### src/rtl/mem_port_arbiter.sv
// mem_port_arbiter
//   Shares one single-ported, variable-latency memory between instruction
//   fetch (read-only) and the data stage (load/store). Data requests win
//   arbitration, except that after MAX_DATA_BURST back-to-back data grants
//   with a fetch waiting, one fetch grant is forced. A watchdog aborts any
//   transaction that sees no mem_ack within TIMEOUT busy cycles.
//
// Ports
//   clk, reset            clock; asynchronous active-high reset
//   if_req/if_addr        fetch request (held until if_valid) and byte address
//   if_rdata/if_valid     fetched word and its one-cycle completion pulse
//   if_stall              fetch outstanding, not yet complete (combinational)
//   d_req/d_we/d_size     data request, 1 = store, size 00 word/01 half/10 byte
//   d_addr/d_wdata        data byte address and store data
//   d_rdata/d_valid       load data and one-cycle completion pulse
//   d_stall               data access outstanding, not yet complete
//   mem_req..mem_wdata    registered memory command, all zero when idle
//   mem_rdata/mem_ack     memory read data and one-cycle completion
//   err                   sticky watchdog-timeout flag
module mem_port_arbiter #(
  parameter int MAX_DATA_BURST = 4,
  parameter int TIMEOUT        = 16
) (
  input  logic        clk,
  input  logic        reset,
  input  logic        if_req,
  input  logic [31:0] if_addr,
  output logic [31:0] if_rdata,
  output logic        if_valid,
  output logic        if_stall,
  input  logic        d_req,
  input  logic        d_we,
  input  logic [1:0]  d_size,
  input  logic [31:0] d_addr,
  input  logic [31:0] d_wdata,
  output logic [31:0] d_rdata,
  output logic        d_valid,
  output logic        d_stall,
  output logic        mem_req,
  output logic        mem_we,
  output logic [1:0]  mem_size,
  output logic [31:0] mem_addr,
  output logic [31:0] mem_wdata,
  input  logic [31:0] mem_rdata,
  input  logic        mem_ack,
  output logic        err
);

  localparam int BW = $clog2(MAX_DATA_BURST + 1);
  localparam int TW = $clog2(TIMEOUT + 1);
  localparam logic [BW-1:0] BURST_MAX = BW'(MAX_DATA_BURST);
  // Abort on the last permitted busy cycle, so mem_req is high for exactly
  // TIMEOUT cycles when no ack ever arrives.
  localparam logic [TW-1:0] TMO_LAST  = TW'(TIMEOUT - 1);

  typedef enum logic [1:0] {
    IDLE  = 2'd0,
    FETCH = 2'd1,
    DATA  = 2'd2
  } state_t;

  // Latched memory command; the whole struct is zero while idle.
  typedef struct packed {
    logic        req;
    logic        we;
    logic [1:0]  size;
    logic [31:0] addr;
    logic [31:0] wdata;
  } mem_cmd_t;

  state_t        state, state_nxt;
  mem_cmd_t      cmd, cmd_nxt;
  logic [BW-1:0] burst_cnt, burst_nxt;
  logic [TW-1:0] timer, timer_nxt;
  logic [31:0]   if_rdata_nxt, d_rdata_nxt;
  logic          if_valid_nxt, d_valid_nxt, err_nxt;
  logic          force_fetch;
  logic          unused_addr_bits;

  // Fetches are always word aligned; the low address bits are dropped.
  assign unused_addr_bits = ^if_addr[1:0];

  assign force_fetch = d_req & if_req & (burst_cnt == BURST_MAX);

  // State and datapath registers.
  always_ff @(posedge clk or posedge reset) begin
    if (reset) begin
      state     <= IDLE;
      cmd       <= '0;
      burst_cnt <= '0;
      timer     <= '0;
      if_rdata  <= '0;
      d_rdata   <= '0;
      if_valid  <= 1'b0;
      d_valid   <= 1'b0;
      err       <= 1'b0;
    end else begin
      state     <= state_nxt;
      cmd       <= cmd_nxt;
      burst_cnt <= burst_nxt;
      timer     <= timer_nxt;
      if_rdata  <= if_rdata_nxt;
      d_rdata   <= d_rdata_nxt;
      if_valid  <= if_valid_nxt;
      d_valid   <= d_valid_nxt;
      err       <= err_nxt;
    end
  end

  // Arbitration, completion and watchdog.
  always_comb begin
    state_nxt    = state;
    cmd_nxt      = cmd;
    burst_nxt    = burst_cnt;
    timer_nxt    = '0;
    if_rdata_nxt = if_rdata;
    d_rdata_nxt  = d_rdata;
    if_valid_nxt = 1'b0;
    d_valid_nxt  = 1'b0;
    err_nxt      = err;

    unique case (state)
      IDLE: begin
        // mem_ack here belongs to nothing (e.g. a reset-orphaned access).
        cmd_nxt = '0;
        if (force_fetch || (if_req && !d_req)) begin
          state_nxt      = FETCH;
          cmd_nxt.req    = 1'b1;
          cmd_nxt.we     = 1'b0;
          cmd_nxt.size   = 2'b00;
          cmd_nxt.addr   = {if_addr[31:2], 2'b00};
          cmd_nxt.wdata  = '0;
          burst_nxt      = '0;
        end else if (d_req) begin
          state_nxt      = DATA;
          cmd_nxt.req    = 1'b1;
          cmd_nxt.we     = d_we;
          cmd_nxt.size   = d_size;
          cmd_nxt.addr   = d_addr;
          cmd_nxt.wdata  = d_wdata;
          // Only a data grant that bypassed a waiting fetch counts.
          if (!if_req)
            burst_nxt = '0;
          else if (burst_cnt != BURST_MAX)
            burst_nxt = burst_cnt + BW'(1);
        end
      end

      FETCH, DATA: begin
        if (mem_ack) begin
          state_nxt = IDLE;
          cmd_nxt   = '0;
          if (state == FETCH) begin
            if_valid_nxt = 1'b1;
            if_rdata_nxt = mem_rdata;
          end else begin
            d_valid_nxt = 1'b1;
            // Stores leave the last load result untouched.
            if (!cmd.we)
              d_rdata_nxt = mem_rdata;
          end
        end else if (timer == TMO_LAST) begin
          // Hung memory: release the owner with zero data and flag it.
          state_nxt = IDLE;
          cmd_nxt   = '0;
          err_nxt   = 1'b1;
          if (state == FETCH) begin
            if_valid_nxt = 1'b1;
            if_rdata_nxt = '0;
          end else begin
            d_valid_nxt = 1'b1;
            d_rdata_nxt = '0;
          end
        end else begin
          timer_nxt = timer + TW'(1);
        end
      end

      default: begin
        state_nxt = IDLE;
        cmd_nxt   = '0;
      end
    endcase
  end

  assign mem_req   = cmd.req;
  assign mem_we    = cmd.we;
  assign mem_size  = cmd.size;
  assign mem_addr  = cmd.addr;
  assign mem_wdata = cmd.wdata;

  // Stalls fall in the valid cycle so the pipeline advances on that edge.
  assign if_stall = if_req & ~if_valid;
  assign d_stall  = d_req & ~d_valid;

endmodule

### config.mk
export PLATFORM = sky130hd
export DESIGN_NAME = mem_port_arbiter
export DESIGN_NICKNAME = d
export VERILOG_FILES = /design/src/rtl/mem_port_arbiter.sv
export SDC_FILE = /design/constraint.sdc
export NUM_CORES = 1
export LEC_CHECK = 0
export BUFFER_PORTS_ARGS = -buffer_cell sky130_fd_sc_hd__buf_2
export CAP_MARGIN = 20
export CORE_MARGIN = 2
export CORE_UTILIZATION = 43
export CTS_BUF_LIST = sky130_fd_sc_hd__clkbuf_8 sky130_fd_sc_hd__clkbuf_16
export DETAILED_ROUTE_END_ITERATION = 6
export GPL_TIMING_DRIVEN = 0
export PLACE_DENSITY = 0.78
export REMOVE_ABC_BUFFERS = 1
export SYNTH_ARGS = -nofsm -noshare
export SYNTH_HDL_FRONTEND = slang
export SYNTH_SLANG_ARGS = --single-unit
### constraint.sdc
create_clock -name clk -period 4.9 [get_ports clk]
set_clock_uncertainty 0.05 [all_clocks]
set_input_delay 0.735 -clock clk [delete_from_list [all_inputs] [get_ports clk]]
set_output_delay 0.735 -clock clk [all_outputs]
set_load 0.02 [all_outputs]
### After elaboration in Yosys (flattened, before gate mapping)

Index checks and enable logic that the tools add are counted.

* bits in registers: 145

* mux-type cells: 34
* reductions and logical operators: 12
* eq/ne operators: 9
* add/subtract/negate cells: 2
* bitwise operators: 8

Operators with widths (count)
* $mux 32: 9
* $mux 68: 4
* $pmux 68 s2: 1
* $mux 5: 3
* $mux 3: 4
* $ne 3x3->1 const B: 3
* $reduce_and 3->1: 3
* $mux 1: 8
* $mux 2: 4
* $add 5x1->5 const B: 1
* $eq 5x4->1 const B: 1
* $and 1x1->1: 4
* $not 1->1: 4
* $pmux 2 s2: 1
* $reduce_and 4->1: 1
* $reduce_bool 2->1: 2
* $add 3x1->3 const B: 1
* $eq 3x3->1 const B: 1
* $ne 3x1->1 const B: 1
* $eq 2x1->1 const B: 1
* $eq 2x2->1 const B: 1
* $logic_not 2->1: 1
* $ne 2x2->1 const B: 1
* $reduce_and 2->1: 1
* other kinds (4): 4

### Logic depth before layout (Yosys ltp)

* depth in word-level cells: 5
* gate-level depth with buffers: 8

### Worst setup path after synthesis

No wires, ideal clock.

* kind: input to output
* start point: input port d_req
* end point: output port d_stall
* arrival time: 1.522 ns
* slack: 2.593 ns
* path buffers: 2
* required time: 4.115 ns
* stages: 3
* cell sequence: buf_2 clkbuf_1 nor2b_1

* cells in the longest elaborated chain, start to end: 1

RTL lines
* from (decl): line 31 `input logic d_req,`
* $and 1x1->1: line 194 `assign d_stall = d_req & ~d_valid;`
* to (decl): line 38 `output logic d_stall,`

Every way passes these cells.

### Worst setup path in the final report

* start point: register state[0]
* end point: register cmd, in the netlist mem_addr[24]

* cells in the longest elaborated chain, start to end: 3

RTL lines
* from (decl): line 71 `state_t state, state_nxt;`
* from (signal assigned): line 98 `state <= state_nxt;`
* $eq 2x1->1 or $eq 2x2->1 (tied branches): line 122 `unique case (state)`
* $reduce_or 2->1: line 122
* $pmux 68 s2 or $ne 3x3->1 (tied branches)
* to (signal assigned): line 99 `cmd <= cmd_nxt;`
* to (decl): line 72 `mem_cmd_t cmd, cmd_nxt;`

Several ways; a longest one is shown, not always the timed one.
A chain may end at the register's enable or synchronous reset.

==> impl_metrics.toml <==
[route]
wl_per_cell_um = 19.11
drt_first_iter_violations = 331
drc_errors = 0
drt-pass1-iter-count = 5
wirelength_um = 17680
vias_per_cell = 5.905
vias = 5462
ant_nets = 0

[cells_and_area]
layout.nets = 873
area_delta_synth_final_pct = 34.44
antenna_cells = 0
drive_above_1_share = 0.4295
design_area_um2 = 8308

[die]
design.core.area_um2 = 13930
rows = 43
die_width_um = 123.9
io_pins = 273
die_h_um = 123.9
start_util = 0.4435
die_area_um2 = 15350

[sta]
hold_violations = 0
min_period_ns = 2.592
tightest_slew_ns = 0.8527
slew_headroom = 0.4285
fin_crit_sh = 0.5289
rsz0062_at_grt = "no"
timing.final.ws_setup_ns = 2.308
whs_ns = 0.3258
final-max-slew-violation-count = 0
fmax_ghz = 0.3859
finalSetupViolCount = 0

[placement]
gp_congestion = 0.8270
dp_hpwl_um = 12100
placed_area_um2 = 7729
place.port_buffers = 270
pre_cts_slack_ns = 1.381

[worst_setup_path]
cp-end-kind = "register"
critical_path.startpoint_type = "register"
cp.required_ns = 5.12
setup.worst_path.class = "register to register"
worstPathArrival_ns = 2.81
worstPathMaxFanout = 28

[synthesis]
synth_flop_cell = "dfrtp_1"
ys_seq_elements = 145
synth.area.top_cells = "dfrtp_1 59%, a22o_1 19%, a2bb2oi_1 4.4%"
ys_types = 34
synth_top_cell_area_share = 0.5872
synth_common_cells = "145 x dfrtp_1, 133 x a22o_1, 37 x clkbuf_1"
ys_warn_count = 0
ys_seq_area_frac = 0.5872
async_reset_ff_frac = 1.000
netlist_area_um2 = 6180
synth-edff-count = 0
avgSynthCellArea_um2 = 12.69
netlist_instances = 487
yosysTopAreaCell = "dfrtp_1"
yosysMostFrequentCell = "dfrtp_1"

[cts]
cts-root-buf = "clkbuf_16"
cts_buffers = 17
cts.clk_slew.worst_paths_ns = 0.06
cts_setup_buffers = 0
cts_sinks = 145
hold_buffers = 0
cts_tree = "yes"
cts-resized-gates = 0
htreeDepth = 4
cts_max_path_buffers = 2
clock_latency_ns = 0.41

[pwr]
irDropWorstVdd_mv = 0.3177
leakagePower_nw = 4.362
power_density_nw_per_um2 = 713.7

[worst_hold_path]
hold_class = "input port to asynchronous set/reset pin"

[global_route]
grt_start_max_net_pins = 90
grt_overflow = 0
track_usage = 0.2253
antenna_found_initial = 0
grt_pass1_vias = 5289
grt_pass1_wl_um = 26720

[flow_run]
cap_violations = 0

[status]
status = "completed"
==> logic make-up (layout without fill, tap and decap cells) <==
family | count (synthesis) | in the layout | synth area share
fa+ha+maj | 5 | 5 | 0.01012
xor+xnor | 2 | 2 | 0.002835
compound gates | 209 | 209 | 0.2940
buf+inv | 69 | 327 | 0.05102
flops | 145 | 145 | 0.5872
simple gates | 57 | 57 | 0.05487
==> final timing paths <==
check / start / endpoint / slack [ns] / cells after the start
worst max-delay path: state[0] / mem_addr[24] / 2.31 / 7
worst min-delay path: reset / mem_wdata[1] / 0.33 / 2
worst max register to register: state[0] / mem_addr[24] / 2.31 / 7
worst min register to register: timer[0] / timer[0] / 0.42 / 1
max in group asynchronous: reset / mem_addr[16] / 3.66 / 3
min in group clk: timer[0] / timer[0] / 0.42 / 1
==> cells in the final DEF, fill, tap and decap left out, types with 8 or more instances in the layout <==
cell	Yosys	layout
buf_2	15	270
buf_8	0	8
a2bb2oi_1	31	31
dfrtp_1	145	145
nand4_1	30	30
clkbuf_16	0	17
a22o_1	133	133
a32oi_1	30	30
inv_1	10	13
==> stage by stage <==
step / total power [W] / instances / util / TNS (ns)
after floorplan: 0.003708 / 428 / - / 0
after global placement: 0.004529 / 878 / 0.5367 / -159.88
after detailed placement: 0.004767 / 891 / 0.5546 / 0
after CTS: 0.005955 / 923 / 0.5932 / 0
after global routing: 0.006267 / 925 / 0.5962 / 0
final: 0.005930 / 925 / 0.5962 / 0
==> cell type report <==
type                            instances  area (µm²)
Clock inverter                         12       70.07
Timing Repair Buffer                  285        1632
Tap cell                              180       225.2
Inverter                               10       42.54
Fill cell                            1110        5627
Clock buffer                           20       466.7
Multi-Input combinational cell        273        2243
Sequential cell                       145        3628
==> routing by layer <==
layer	wire length (µm)	track usage	up-vias
li1	-	-	2428
met1	7354	0.2980	2739
met2	8721	0.3602	258
met3	1139	0.04167	37
met4	460	0.1051	0
met5	0	0	-
==> flip-flops by register name (all words and copies together) (netlist names), 2 cells and up <==
name	cells
mem_size	2
burst_cnt	3
if_rdata	32
mem_wdata	32
state	2
timer	5
d_rdata	32
mem_addr	32
==> where the power goes <==
| part | internal [W] | total, W | switching [W] |
|---|---|---|---|
| Combinational | 0.00117 | 0.00278 | 0.00160 |
| Sequential | 0.00168 | 0.00199 | 0.000311 |
| Clock | 0.000679 | 0.00116 | 0.000480 |
==> worst max-delay path, stage by stage, from the launching register on <==
cell	delay (ns)
dfrtp_1	0.37
inv_1	0.05
ha_1	0.36
nor2b_2	0.69
buf_8	0.25
nand2_1	0.23
buf_16	0.29
a2bb2oi_1	0.15
Note: power is estimated with default switching activity, not from simulation.
